[src/rtl/apb_req_arbiter_pkg.sv]
// rtl/apb_req_arbiter_pkg.sv - shared types and defaults for the two-requester APB arbiter
//
// Contents:
//   state_e      : arbiter FSM states (IDLE, BUSY, RELEASE)
//   DEF_ADDR_W   : default requester/master address width
//   DEF_DATA_W   : default requester/master data width
//   DEF_TIMEOUT  : default pready wait limit in BUSY cycles (1..255)
//   CNT_W        : wait counter width, wide enough for the largest legal limit
//   onehot2()    : requester index to one-hot grant vector
package apb_req_arbiter_pkg;

  typedef enum logic [1:0] {
    IDLE    = 2'd0,
    BUSY    = 2'd1,
    RELEASE = 2'd2
  } state_e;

  localparam int DEF_ADDR_W  = 4;
  localparam int DEF_DATA_W  = 8;
  localparam int DEF_TIMEOUT = 15;
  localparam int CNT_W       = 8;

  function automatic logic [1:0] onehot2(input logic idx);
    return idx ? 2'b10 : 2'b01;
  endfunction

endpackage

[src/rtl/apb_req_arbiter_rr_arb2.sv]
// rtl/apb_req_arbiter_rr_arb2.sv - combinational 2-way round-robin grant decision
//
// Ports:
//   req_i  [1:0] : request vector, bit i = requester i
//   last_i       : index of the requester granted last time
//   gnt_o  [1:0] : one-hot winner, 0 when nothing is requested
//   win_o        : index of the winner (0 when nothing is requested)
module rr_arb2
  import apb_req_arbiter_pkg::*;
(
  input  logic [1:0] req_i,
  input  logic       last_i,
  output logic [1:0] gnt_o,
  output logic       win_o
);

  always_comb begin
    win_o = 1'b0;
    gnt_o = 2'b00;
    if (req_i == 2'b11) begin
      // Contention: the side that did not win last time goes next.
      win_o = ~last_i;
    end else begin
      // A lone requester wins whatever the pointer says.
      win_o = req_i[1];
    end
    if (req_i != 2'b00) begin
      gnt_o = onehot2(win_o);
    end
  end

endmodule

[src/rtl/apb_req_arbiter.sv]
// rtl/apb_req_arbiter.sv - shares one APB master between two requesters with timeout abort
//
// Ports:
//   clk, rstn            : clock, asynchronous active-low reset
//   req, req_wr          : per-requester request and direction (1 = write)
//   req_addr, req_wdata  : packed per-requester address / write data, requester i at [i*W +: W]
//   gnt                  : one-hot owner of the transfer in flight, 0 when idle
//   done, err            : one-cycle completion pulse to the owner, err flags a timeout
//   rdata                : read data captured from the last successful read
//   newd, wr, ain, din   : transfer request, direction, address and write data to the APB master
//   pready, dout         : completion from the slave and read data from the APB master
module apb_req_arbiter
  import apb_req_arbiter_pkg::*;
#(
  parameter int ADDR_W  = DEF_ADDR_W,
  parameter int DATA_W  = DEF_DATA_W,
  parameter int TIMEOUT = DEF_TIMEOUT
) (
  input  logic                clk,
  input  logic                rstn,
  input  logic [1:0]          req,
  input  logic [1:0]          req_wr,
  input  logic [2*ADDR_W-1:0] req_addr,
  input  logic [2*DATA_W-1:0] req_wdata,
  output logic [1:0]          gnt,
  output logic [1:0]          done,
  output logic                err,
  output logic [DATA_W-1:0]   rdata,
  output logic                newd,
  output logic                wr,
  output logic [ADDR_W-1:0]   ain,
  output logic [DATA_W-1:0]   din,
  input  logic                pready,
  input  logic [DATA_W-1:0]   dout
);

  localparam logic [CNT_W-1:0] TO_LIMIT = CNT_W'(TIMEOUT);

  state_e             state_q;
  logic               last_q;
  logic [CNT_W-1:0]   cnt_q;
  logic [CNT_W-1:0]   cnt_d;
  logic [1:0]         gnt_q;
  logic [1:0]         done_q;
  logic               err_q;
  logic [DATA_W-1:0]  rdata_q;
  logic               newd_q;
  logic               wr_q;
  logic [ADDR_W-1:0]  ain_q;
  logic [DATA_W-1:0]  din_q;

  logic [1:0]         arb_gnt;
  logic               arb_win;
  logic               sel_wr;
  logic [ADDR_W-1:0]  sel_addr;
  logic [DATA_W-1:0]  sel_wdata;

  rr_arb2 u_rr_arb2 (
    .req_i  (req),
    .last_i (last_q),
    .gnt_o  (arb_gnt),
    .win_o  (arb_win)
  );

  // Winner's transfer fields, only consumed on the IDLE->BUSY edge.
  assign sel_wr    = arb_win ? req_wr[1] : req_wr[0];
  assign sel_addr  = arb_win ? req_addr[2*ADDR_W-1:ADDR_W] : req_addr[ADDR_W-1:0];
  assign sel_wdata = arb_win ? req_wdata[2*DATA_W-1:DATA_W] : req_wdata[DATA_W-1:0];

  // Count of BUSY cycles that will have elapsed without pready after this edge.
  assign cnt_d = cnt_q + 1'b1;

  always_ff @(posedge clk or negedge rstn) begin
    if (!rstn) begin
      state_q <= IDLE;
      last_q  <= 1'b1;
      cnt_q   <= '0;
      gnt_q   <= 2'b00;
      done_q  <= 2'b00;
      err_q   <= 1'b0;
      rdata_q <= '0;
      newd_q  <= 1'b0;
      wr_q    <= 1'b0;
      ain_q   <= '0;
      din_q   <= '0;
    end else begin
      case (state_q)
        IDLE: begin
          if (|req) begin
            state_q <= BUSY;
            gnt_q   <= arb_gnt;
            last_q  <= arb_win;
            wr_q    <= sel_wr;
            ain_q   <= sel_addr;
            din_q   <= sel_wdata;
            newd_q  <= 1'b1;
            cnt_q   <= '0;
          end
        end
        BUSY: begin
          // pready takes priority so a response on the final allowed cycle is a success.
          if (pready) begin
            if (!wr_q) begin
              rdata_q <= dout;
            end
            done_q  <= gnt_q;
            err_q   <= 1'b0;
            newd_q  <= 1'b0;
            state_q <= RELEASE;
          end else if (cnt_d == TO_LIMIT) begin
            done_q  <= gnt_q;
            err_q   <= 1'b1;
            newd_q  <= 1'b0;
            state_q <= RELEASE;
          end else begin
            cnt_q <= cnt_d;
          end
        end
        RELEASE: begin
          done_q  <= 2'b00;
          err_q   <= 1'b0;
          gnt_q   <= 2'b00;
          state_q <= IDLE;
        end
        default: begin
          state_q <= IDLE;
        end
      endcase
    end
  end

  assign gnt   = gnt_q;
  assign done  = done_q;
  assign err   = err_q;
  assign rdata = rdata_q;
  assign newd  = newd_q;
  assign wr    = wr_q;
  assign ain   = ain_q;
  assign din   = din_q;

endmodule

[config.mk]
export PLATFORM = sky130hd
export DESIGN_NAME = apb_req_arbiter
export DESIGN_NICKNAME = d
export VERILOG_FILES = /design/src/rtl/apb_req_arbiter_pkg.sv /design/src/rtl/apb_req_arbiter_rr_arb2.sv /design/src/rtl/apb_req_arbiter.sv
export SDC_FILE = /design/constraint.sdc
export NUM_CORES = 1
export LEC_CHECK = 0
export BUFFER_PORTS_ARGS = -buffer_cell sky130_fd_sc_hd__buf_2
export CAP_MARGIN = 20
export CELL_PAD_IN_SITES_DETAIL_PLACEMENT = 0
export CELL_PAD_IN_SITES_GLOBAL_PLACEMENT = 1
export CORE_MARGIN = 1.5
export CORE_UTILIZATION = 37
export CTS_CLUSTER_SIZE = 14
export DETAILED_ROUTE_END_ITERATION = 7
export PLACE_DENSITY_LB_ADDON = 0.3
export SYNTH_ARGS = -nofsm -noshare
export SYNTH_HDL_FRONTEND = slang
export SYNTH_HIERARCHICAL = 1
export SYNTH_SLANG_ARGS = --single-unit
[constraint.sdc]
create_clock -name clk -period 2.3 [get_ports clk]
set_clock_uncertainty 0.05 [all_clocks]
set_input_delay 0.115 -clock clk [delete_from_list [all_inputs] [get_ports clk]]
set_output_delay 0.115 -clock clk [all_outputs]
set_load 0.005 [all_outputs]
==> impl_metrics.tcl <==
set metrics [dict create \
    hold_class "in2reg" \
    synth_seq_area_share_pct 52.1 \
    synth-compound-area-share_pct 13.9 \
    setup_viol 0 \
    syn_to_final_growth_pct 26.6 \
    mappedNetlistArea_um2 1830 \
    critPathLaunchType "register" \
    reg2reg_depth 7 \
    drtIter0Drc 41 \
    cp.required_ns 2.41 \
    grt_max_degree 39 \
    yosys-top-cells-area "dfrtp_1 (51%), mux2i_1 (8.8%), nand2_1 (6.2%)" \
    critPathCaptureType "register" \
    intPower_mw 1.60 \
    tns_ns 0 \
    cap_violations 0 \
    io_pins 66 \
    hold_path_depth 2 \
    tightest_slew_ns 0.945 \
    synth_flop_cell "dfrtp_1" \
    p_leak_nw 1.12 \
    ys_types 40 \
    fin_crit_sh_pct 85.6 \
    synth-simple-area-share_pct 15.0 \
    track_usage_pct 16.1 \
    arrival_ns 2.08 \
    initial_core_util_pct 38.5 \
    final_layout_size_suffix_gt1_share_pct 38.2 \
    clock_latency_ns 0.28 \
    synth_edf_count 0 \
    p_sw_share_pct 35.9 \
    power_frac_comb_pct 37.1 \
    synthCells 169 \
    drt-total-wl_um 3890 \
    timing.rr.start "cnt_q[1]" \
    port_buffers 65 \
    cts-root-buf "clkbuf_8" \
    clkPwrFrac_pct 17.1 \
    vdd_drop_max_mv 0.642 \
    p_per_area_nw_per_um2 1080 \
    grt_overflow_total 0 \
    postCtsSetupBuffers 0 \
    syn_nets 210 \
    die_w_um 73.3 \
    crit_chain "ha_1 > xor2_1 > nand3b_1 > nor4_4 > a21oi_4 > a41oi_1 > o21ai_2" \
    holdPathEnd "rdata[2]" \
    period_minus_slack_ns 1.97 \
    clk_pin_slew_worst_paths_ns 0.07 \
    timing.slew.headroom_pct 36.6 \
    p_switching_mw 0.896 \
    p_total_mw 2.50 \
    cts_max_level 2 \
    cts_tree "done" \
    antenna_cells 0 \
    power_frac_seq_pct 45.8 \
    outcome "completed" \
    routabilityCongestion 0.829 \
    r2r_setup_slack_ns 0.33 \
    synth_top_area_cell "dfrtp_1" \
    antenna_found_initial 0 \
    cts.sinks 38 \
    critPathSlowestCell "dfrtp_1" \
    fmax_mhz 508 \
    floorplan.core_area_um2 4750 \
    rsz0062_at_grt "no" \
    yosys_warnings 6 \
    r2r_end "cnt_q[5]" \
    path_max_fanout 7 \
    cts_buffers 5 \
    synth-xor-area-share_pct 1.44 \
    synth_top_family_by_area "simple AND/OR/NAND/NOR gates" \
    viasPerCell 4.77 \
    worstHoldStart "dout[2]" \
    hold_ws_ns 0.0161 \
    hpwl_um 2870 \
    stdcell_area_um2 2320 \
    synthAdderAreaFrac_pct 1.37 \
    dieArea_um2 5380 \
    die_y_um 73.3 \
    grt_pass1_vias 1524 \
    ant_nets 0 \
    max_stage_delay_ns 0.42 \
    ys_seq_elements 38 \
    synth_top_cells_by_count "dfrtp_1 (37), nand2_1 (30), o21ai_0 (19), mux2i_1 (16), mux2_2 (8)" \
    synth.most_common_cell "dfrtp_1" \
    firstDrtPassIters 4 \
    hold_viol 0 \
    grt_pass1_wl_um 6680 \
    worstSetupPathType "reg2reg" \
    synthMuxAreaShare_pct 13.7 \
    drc 0 \
    syn_area_per_cell_um2 10.8 \
    yosys.area.top_type_share_pct 50.6 \
    place_area_um2 2230 \
    synthArstFlopShare_pct 100 \
    vias 1456 \
    wl_per_cell_um 12.7 \
    rows 25 \
    slew_viol_final 0 \
    fin_nets 278 \
    cts.path.max_buffers 2 \
    n_fill_cell 480 \
]
-- final cells by class --
type	count	area, um^2	share of cell area (%)
tap	67	83.8	3.62
clock buffer	8	80.1	3.46
multi-input combinational	120	835	36.0
timing repair buffer	68	350	15.1
sequential	38	952	41.1
inverter	4	15.0	0.648
-- worst max-delay path, delay by kind of cell (launching register included) --
kind	cells	cell delay (ns)
AO/OA/AOI/OAI	3	0.48
adder cells (fa/ha/maj)	1	0.25
AND/OR/NAND/NOR	2	0.49
XOR/XNOR	1	0.16
flip-flops	1	0.42
-- placed cells by master, fill, tap and decap left out, drive strengths merged, types with 3 or more instances in the layout --
cell,synthesis,final
nand2b,3,3
o211ai,3,3
mux2,8,8
o21ai,22,22
mux2i,16,16
a21boi,3,3
nand3,3,3
clkbuf,5,8
nand2,30,30
dfrtp,37,37
buf,2,67
inv,4,4
nor2,4,4
-- per-stage QoR --
step	std cells	utilization (%)	setup slack [ns]
after CTS	305	48.7	0.330
after floorplan	169	-	0.458
after global routing	305	48.7	0.181
after global placement	296	46.8	0.382
final	305	48.7	0.332
after detailed placement	296	46.8	0.341
-- repair_timing --
action | CTS | global route
hold endpoints to repair | 37 | 0
hold buffers | 1 | 0
resized for setup | 0 | 0
-- kinds of logic after synthesis --
group / count (synthesis)
mux: 24
simple gates: 53
fa+ha+maj: 2
xor+xnor: 3
compound gates: 38
flops: 38
buf+inv: 11
-- worst max path at each step --
stage | cells after the start | end | from | slack [ns]
2_1_floorplan | 7 | cnt_q[5] | cnt_q[1] | 0.46
3_3_place_gp | 7 | cnt_q[5] | cnt_q[1] | 0.38
3_5_place_dp | 7 | cnt_q[5] | cnt_q[1] | 0.34
4_1_cts | 7 | cnt_q[5] | cnt_q[1] | 0.33
5_1_grt | 7 | cnt_q[5] | cnt_q[1] | 0.18
6_report | 7 | cnt_q[5] | cnt_q[1] | 0.33
-- layer usage --
layer	share of wire [%]	up-vias	global-route usage, %
met3	4.3	7	3.70
li1	-	733	-
met2	47	39	27.9
met5	0	-	0
met4	1.0	0	4.94
met1	48	677	19.8
-- power by group through the flow --
| stage | clock [mW] | combinational (mW) | sequential, mW |
|---|---|---|---|
| 3_3_place_gp | 0 | 0.931 | 1.14 |
| 6_report | 0.427 | 0.927 | 1.14 |
| 3_5_place_dp | 0 | 0.940 | 1.16 |
| 2_1_floorplan | 0 | 0.555 | 1.14 |
| 4_1_cts | 0.446 | 0.949 | 1.15 |
| 5_1_grt | 0.478 | 1.04 | 1.19 |
-- state kept, by name, indices dropped and copies added (netlist names) --
name     cells
gnt          2
newd         1
state_q      2
ain          4
rdata        8
din          8
wr           1
err          1
cnt_q        8
done         2
last_q       1
(Power assumes the default switching activity.)
